`src/rtl/regfile_writeback.sv`:
```
// Writeback stage driving the register file write port.
// Arbitrates between ALU results and load responses, aligns and extends
// load data, and presents at most one registered write per cycle. The
// register file commits the presented write on the following negedge.
module regfile_writeback #(
  parameter int DATA_WIDTH   = 32,
  parameter int ADDR_WIDTH   = 5,
  parameter int STARVE_LIMIT = 3
) (
  input  logic                  clk,
  input  logic                  rst_n,
  input  logic                  alu_valid,
  output logic                  alu_ready,
  input  logic [ADDR_WIDTH-1:0] alu_rd,
  input  logic [DATA_WIDTH-1:0] alu_data,
  input  logic                  ld_valid,
  output logic                  ld_ready,
  input  logic [2:0]            ld_op,
  input  logic [1:0]            ld_off,
  input  logic [ADDR_WIDTH-1:0] ld_rd,
  input  logic [DATA_WIDTH-1:0] ld_word,
  output logic                  wr_valid,
  output logic [ADDR_WIDTH-1:0] wr_addr,
  output logic [DATA_WIDTH-1:0] wr_data,
  output logic [3:0]            wr_be_n,
  output logic                  ld_err
);

  typedef enum logic [2:0] {
    OP_LB  = 3'b000,
    OP_LH  = 3'b001,
    OP_LWL = 3'b010,
    OP_LW  = 3'b011,
    OP_LBU = 3'b100,
    OP_LHU = 3'b101,
    OP_LWR = 3'b110,
    OP_RSV = 3'b111
  } ld_op_e;

  localparam logic [3:0] LIMIT = 4'(STARVE_LIMIT);

  logic [3:0]            cnt;
  logic                  starve;
  logic                  alu_acc;
  logic                  ld_acc;
  logic [7:0]            sel_byte;
  logic [15:0]           sel_half;
  logic [DATA_WIDTH-1:0] ld_data;
  logic [3:0]            ld_be_n;
  logic                  ld_bad;

  // The ALU only wins once it has been blocked STARVE_LIMIT cycles in a row
  assign starve    = (cnt == LIMIT);
  assign alu_ready = !ld_valid || starve;
  assign ld_ready  = !(alu_valid && starve);
  assign alu_acc   = alu_valid && alu_ready;
  assign ld_acc    = ld_valid && ld_ready;

  // Byte and halfword selected by the low address bits of the load
  assign sel_byte = 8'(ld_word >> {ld_off, 3'b000});
  assign sel_half = ld_off[1] ? ld_word[31:16] : ld_word[15:0];

  // Align/extend the load word and flag misaligned or reserved requests
  always_comb begin
    ld_data = '0;
    ld_be_n = 4'b0000;
    ld_bad  = 1'b0;
    case (ld_op_e'(ld_op))
      OP_LB:  ld_data = {{24{sel_byte[7]}}, sel_byte};
      OP_LBU: ld_data = {24'h000000, sel_byte};
      OP_LH: begin
        ld_data = {{16{sel_half[15]}}, sel_half};
        ld_bad  = ld_off[0];
      end
      OP_LHU: begin
        ld_data = {16'h0000, sel_half};
        ld_bad  = ld_off[0];
      end
      OP_LW: begin
        ld_data = ld_word;
        ld_bad  = (ld_off != 2'd0);
      end
      OP_LWL: begin
        ld_data = ld_word << {~ld_off, 3'b000};
        case (ld_off)
          2'd0:    ld_be_n = 4'b0111;
          2'd1:    ld_be_n = 4'b0011;
          2'd2:    ld_be_n = 4'b0001;
          default: ld_be_n = 4'b0000;
        endcase
      end
      OP_LWR: begin
        ld_data = ld_word >> {ld_off, 3'b000};
        case (ld_off)
          2'd0:    ld_be_n = 4'b0000;
          2'd1:    ld_be_n = 4'b1000;
          2'd2:    ld_be_n = 4'b1100;
          default: ld_be_n = 4'b1110;
        endcase
      end
      default: ld_bad = 1'b1;
    endcase
  end

  // Count consecutive cycles the ALU is held off, saturating at the limit
  always_ff @(posedge clk or negedge rst_n) begin
    if (!rst_n) begin
      cnt <= 4'd0;
    end else if (!alu_valid || alu_acc) begin
      cnt <= 4'd0;
    end else if (cnt != LIMIT) begin
      cnt <= cnt + 4'd1;
    end
  end

  // Register the accepted write for one cycle; writes to r0 and dropped loads stay idle
  always_ff @(posedge clk or negedge rst_n) begin
    if (!rst_n) begin
      wr_valid <= 1'b0;
      wr_addr  <= '0;
      wr_data  <= '0;
      wr_be_n  <= 4'b1111;
      ld_err   <= 1'b0;
    end else begin
      wr_valid <= 1'b0;
      wr_addr  <= '0;
      wr_data  <= '0;
      wr_be_n  <= 4'b1111;
      ld_err   <= ld_acc && ld_bad;
      if (alu_acc && (alu_rd != '0)) begin
        wr_valid <= 1'b1;
        wr_addr  <= alu_rd;
        wr_data  <= alu_data;
        wr_be_n  <= 4'b0000;
      end else if (ld_acc && !ld_bad && (ld_rd != '0)) begin
        wr_valid <= 1'b1;
        wr_addr  <= ld_rd;
        wr_data  <= ld_data;
        wr_be_n  <= ld_be_n;
      end
    end
  end

endmodule

```
`config.mk`:
```
export PLATFORM = sky130hd
export DESIGN_NAME = regfile_writeback
export DESIGN_NICKNAME = d
export VERILOG_FILES = /design/src/rtl/regfile_writeback.sv
export SDC_FILE = /design/constraint.sdc
export NUM_CORES = 1
export LEC_CHECK = 0
export CORE_MARGIN = 3
export CORE_UTILIZATION = 30
export DETAILED_ROUTE_END_ITERATION = 6
export PLACE_DENSITY_LB_ADDON = 0.3
export SETUP_SLACK_MARGIN = 0.4
export SLEW_MARGIN = 20
export SYNTH_ARGS = -nofsm -noshare
export SYNTH_HDL_FRONTEND = slang
export SYNTH_SLANG_ARGS = --single-unit
```
`constraint.sdc`:
```
create_clock -name clk -period 3.35 [get_ports clk]
set_input_delay 1.005 -clock clk [delete_from_list [all_inputs] [get_ports clk]]
set_output_delay 1.005 -clock clk [all_outputs]
set_load 0.005 [all_outputs]
```
==> results.md, run 1 <==
* Total power at around 1.5 mW
* Hold Path Depth at 1
* Synthesized instance count at roughly 320
* Syn_nets at 406
* Achievable frequency at approximately 340 MHz
* Max stage delay on crit path at 0.53 ns
* Worst-Margin Slew at 0.742 ns
* Final WS setup at about 0.43 ns
* Avg Vias per Cell at between 5 and 6
* Register area share after synthesis at 0.394
* WP data arrival at approximately 1.9 ns
* First-pass GRT wire length at about 16000 um
* Top cell type by total area after synthesis: dfrtp_1
* Critical Path Fanout Max at 3
* NetSw at approximately 0.43 mW
* Sw frac at 0.277
* Final hold violations at 0
* Dpl hpwl at between 7000 and 8000 um
* Synth warnings at 0
* Clk_skew at 0.00925 ns
* Min Tclk post-route at around 3 ns
* Commonest cells post-synth: dfrtp_1 (43), nand2_1 (43), mux2i_1 (40)
* Routed len/inst at ~18 um
* Top cell type's share of synthesized area at 0.359
* Syn-to-layout area delta at 51.5%
* Netlist cell types at 44
* Post-synth EDFFs at 0
* CTS tree: built
* # diodes at 0
* Int Pwr at around 1.1 mW
* Flop pwr share at 0.407
* # clock sinks at 47
* Remaining Overflow, GRT at 0
* Worst IR Drop VDD at between 150 and 200 uV
* Combinational cell fraction of total power at 0.297
* Top Ports at between 100 and 150
* DP Worst Slack at 0.0723 ns
* # nets final at ~530
* Post-CTS Hold Fix Bufs at 0
* Final period util at 0.873
* Setup TNS at 0 ns
* Clk pwr share at 0.296
* Synthesis-stage register bit count at 47
* Slew HR at 0.504
* Mean post-synth cell area at just over 9 um2
* Fin area at approximately 4500 um2
* CP cell instances: dlygate4sd2_1 > o21ai_2 > clkdlybuf4s50_1
* Global placement routability congestion at roughly 0.84
* Static Leak at 1.90 nW
* Core area at around 9500 um2
* Slowest cell on the critical path: clkdlybuf4s50_1
* Die height at 106 um
* Worst setup EP type: output port
* Max_cap viols at 0
* P per Cell Area at between 300 and 400 nW/um2
* Initial DRC Count at approximately 210
* Die width at roughly 110 um
* Initial antenna violation count at 0
* Clk_lat worst skew at ~0.31 ns
* Layout cell share with drive strength beyond 1 at 0.0882
* Total wire length at between 10000 and 15000 um
* Cell area after synthesis at between 3000 and 4000 um2
* HP Class: reg -> reg
* # DRC at 0
* Critical path class: in -> out
* DRT Pass-1 Iters at 5
* # rows at 35
* Status: finished, final reports clean
* Clock slew at reported path FFs at about 0.090 ns
* Vias in the first global route at about 3.1k
* Clock Path Buffers at 2
* Startpoint types: input pin
* GRT Util Overall at 0.179
* Initial Utilization at 0.317
* Vias at between 3k and 4k
* Final Max Slew Viols at 0
* RSZ-0062 raised after global routing: false
* Required time of the critical path at 2.34 ns
* Async SR Flop Fraction at 1.00
* Largest net degree at the start of global routing at between 40 and 50
* Placed cell areas at ~4400 um2
* # port buffers at around 130
* Detail Route Antenna Nets at 0
* Main area contributors after synthesis: dfrtp_1 (36%), mux2i_1 (13%), nand2_1 (5.4%)
* Final core occ at 0.480
* Root Driver: clkbuf_8
* Most common flop cell mapped by yosys: dfrtp_1
* Die area at approximately 11000 um2
* FF-to-FF path depth at 7
* Cts bufs inserted at 5
* Htree depth at 2
* # setup viols final at 0
-- metal layers --
metal | global-route usage | vias to the layer above | wire (um)
li1 | - | 1450 | -
met1 | 0.216 | 1514 | 4360
met2 | 0.305 | 155 | 5060
met3 | 0.0504 | 19 | 861
met4 | 0.0657 | 0 | 240
met5 | 0 | - | 0
-- sequential cells by signal, summed over array words and instances (netlist names) --
name and cells:
cnt 4, ld_err 1, wr_addr 5, wr_be_n 4, wr_data 32, wr_valid 1
-- final timing paths --
check	from	end	slack [ns]
setup / recovery	ld_valid	alu_ready	0.43
hold / removal	cnt[0]	cnt[0]	0.47
hold reg to reg	cnt[0]	cnt[0]	0.47
max in group asynchronous	rst_n	wr_data[8]	2.24
setup reg to reg	cnt[0]	wr_data[31]	1.49
min in group asynchronous	rst_n	wr_data[18]	0.70
-- placed cells by master, fill, tap and decap left out, drive strengths merged, types with 3 or more instances in the layout --
cell           instances
or3                    3
o21ai                 35
inv                    3
clkdlybuf4s50        123
dfrtp                 43
nand4bb                4
clkbuf                 6
mux2i                 40
nand2b                 6
a221oi                16
a21oi                  6
and3                   3
o22ai                 15
a211oi                 7
a22o                  14
dfstp                  4
buf                   15
nor2                  23
a2111oi                8
nand2                 45
-- timing repair --
| action | CTS | global route |
|---|---|---|
| pin swaps | 1 | 0 |
| setup buffers | 1 | 0 |
| setup endpoints to repair | 2 | 7 |
| resized for setup | 3 | 2 |
-- cell type report --
type	count	area [um2]
fillers	904	4910
repair buffers	140	1390
multi-input cells	245	1690
well taps	129	161
flip-flops and latches	47	1180
inverters	2	7.51
clock buffers	6	82.6
clock inverters	2	38.8
-- cells by family after synthesis --
family	Yosys count	share of synthesized area
buffers and inverters	30	0.0484
AOI/OAI and AO/OA	109	0.255
muxes	41	0.141
DFF	47	0.394
adders and majority gates	1	0.00417
xor gates and xnor gates	1	0.00292
and+or+nand+nor	93	0.155
-- critical path: cells and delay by family --
kind / cells / cell delay (ns)
buf+inv: 2 / 0.82
compound gates: 1 / 0.10
-- power by group through the flow --
stage | clock, mW | combinational [mW] | sequential, mW
2_1_floorplan | 0 | 0.180 | 0.644
5_1_grt | 0.478 | 0.491 | 0.633
3_5_place_dp | 0 | 0.457 | 0.639
6_report | 0.455 | 0.457 | 0.627
4_1_cts | 0.465 | 0.459 | 0.628
3_3_place_gp | 0 | 0.451 | 0.639
-- stage by stage --
step,cells,hold slack (ns)
3_3_place_gp,562,0.444
3_5_place_dp,562,0.462
4_1_cts,571,0.475
5_1_grt,571,0.495
2_1_floorplan,322,0.431
6_report,571,0.474
Note: power is estimated with default switching activity, not from simulation.
==> run 2, diff against run 1 <==
--- a/config.mk
+++ b/config.mk
@@ -8,7 +8,8 @@
 export CORE_MARGIN = 3
 export CORE_UTILIZATION = 30
 export DETAILED_ROUTE_END_ITERATION = 6
-export PLACE_DENSITY_LB_ADDON = 0.3
+export DONT_BUFFER_PORTS = 1
+export PLACE_DENSITY = 0.48
 export SETUP_SLACK_MARGIN = 0.4
 export SLEW_MARGIN = 20
 export SYNTH_ARGS = -nofsm -noshare
==> results.md, run 2 (synthesis results as in run 1) <==
* Slew HR at 0.366 (-0.138)
* Dpl hpwl at 7310 um (-6.8%)
* Post-CTS sizing at 0 (-3)
* DR top layer: met4
* Core area at 9460 um2 (unchanged)
* Cts bufs inserted at 5 (unchanged)
* Total wire length at 10200 um (-3.3%)
* GRT Util Overall at 0.175 (-0.00395)
* Achievable frequency at 418 MHz (+22%)
* Static Leak at 1.36 nW (-29%)
* Avg Vias per Cell at 5.95 (+8.3%)
* Required time of the critical path at 3.49 ns (+1.15 ns)
* Min Tclk post-route at 2.39 ns (-0.533 ns)
* # diodes at 0 (unchanged)
* Die height at 106 um (unchanged)
* Routed len/inst at 23.4 um (+27%)
* Slowest cell on the critical path: o21ai_2
* Biggest regs: wr_data (32), wr_addr (5)
* Critical path class: in -> reg
* Remaining Overflow, GRT at 0 (unchanged)
* # clock sinks at 47 (unchanged)
* Clock slew at reported path FFs at 0.09 ns (about the same)
* Post-CTS Hold Fix Bufs at 0 (unchanged)
* Area of the multi-input gates at 1680 um2 (-0.45%)
* Htree depth at 2 (unchanged)
* Clock Path Buffers at 2 (unchanged)
* Fin area at 3170 um2 (-30%)
* CP cell instances: or4_1 > o21ai_2 > o21ai_0
* FF-to-FF path depth at 6 (-1)
* # DRC at 0 (unchanged)
* R2r setup slk at 1.32 ns (-0.17 ns)
* Layout cell share with drive strength beyond 1 at 0.0820 (-0.00627)
* DRT Pass-1 Iters at 4 (-1)
* Worst IR Drop VDD at 207 uV (+22%)
* Startpoint types: input pin
* Die area at 11200 um2 (unchanged)
* Top Ports at 128 (unchanged)
* Initial Utilization at 0.317 (unchanged)
* Syn-to-layout area delta at 5.71%
* RR Endpoint: wr_data[14]
* Top reg by flops: wr_data
* Detail Route Antenna Nets at 0 (unchanged)
* CTS tree: built
* Final period util at 0.714 (-0.159)
* Initial antenna violation count at 0 (unchanged)
* Setup TNS at 0 ns (unchanged)
* Total power at 1.29 mW (-16%)
* # setup viols final at 0 (unchanged)
* Final Max Slew Viols at 0 (unchanged)
* Global placement routability congestion at 0.885 (+5.8%)
* WL met1 at 4050 um (-7.1%)
* RR Startpoint: cnt[0]
* Max_cap viols at 0 (unchanged)
* Met2 routed WL at 5030 um (-0.51%)
* Vias at 2582 (-18%)
* Placed cell areas at 3050 um2 (-31%)
* P per Cell Area at 407 nW/um2 (+20%)
* Max reg flops at 32 (unchanged)
* Post-CTS setup buffer count at 0 (-1)
* Largest net degree at the start of global routing at 48 (unchanged)
* Status: finished, final reports clean
* Worst setup EP type: flop
* Final hold violations at 0 (unchanged)
* Clk_lat worst skew at 0.30 ns (about the same)
* Initial DRC Count at 148 (-29%)
* RSZ-0062 raised after global routing: false
* Die width at 106 um (unchanged)
* Commonest cells after routing, fill and taps aside: nand2_1 (43), dfrtp_1 (43), mux2i_1 (40), o21ai_0 (28), nor2_1 (22)
* Total area of sequential cells at 1180 um2 (unchanged)
* # nets final at 388 (-26%)
* First-pass GRT wire length at 15200 um (-4.4%)
* Clk_skew at 0.00443 ns (-0.00482 ns)
* Layout fillers at 1009 (+12%)
* HP Class: in -> async
* Root Driver: clkbuf_8
* Vias in the first global route at 2602 (-17%)
* Max stage delay on crit path at 0.75 ns (+0.22 ns)
* # port buffers at 0 (-100%)
* Metal3 WL at 894 um (+3.8%)
* Critical Path Fanout Max at 24 (+21)
* Worst-Margin Slew at 0.951 ns (+0.209 ns)
* WP data arrival at 2.53 ns (+0.61 ns)
* # rows at 35 (unchanged)
## run 2: worst max-delay path: cells and delay by family
kind             cells  cell delay [ns]
AO/OA/AOI/OAI        2             0.97
AND/OR/NAND/NOR      1             0.55
## run 2: worst max path at each step
stage / start / endpoint / cells past startpoint
CTS: ld_rd[0] / wr_data[27] / 3
global placement: ld_rd[0] / wr_data[7] / 3
floorplan: ld_off[0] / wr_data[14] / 7
global route: ld_rd[0] / wr_data[6] / 3
detailed placement: ld_rd[0] / wr_data[27] / 3
finish: ld_rd[0] / wr_data[27] / 3
## run 2: cell type report
cell class	instances	share of cell area
clock buffer	6	0.0260
clock inverter	2	0.0122
inverter	2	0.00237
multi-input combinational	245	0.529
sequential	47	0.372
tap	129	0.0509
timing repair buffer	3	0.00710
## run 2: where the power goes
part	switching [mW]	leakage, nW	internal [mW]
logic	0.117	0.689	0.0882
registers	0.0250	0.606	0.615
clock network	0.200	0.0618	0.246
total	0.342	1.36	0.949
## run 2: through the flow
step	cells	util	hold WS [ns]	setup WS, ns
after global placement	426	0.322	0.449	0.615
after detailed placement	426	0.322	0.453	0.607
after CTS	434	0.335	0.376	0.928
after global routing	434	0.335	0.366	0.759
final	434	0.335	0.388	0.958
after floorplan	322	-	0.431	0.935
## run 2: per-layer routing
layer | up-vias | track usage
li1 | 1169 | -
met1 | 1301 | 0.207
met2 | 100 | 0.299
met3 | 12 | 0.0601
met4 | 0 | 0.0546
met5 | - | 0
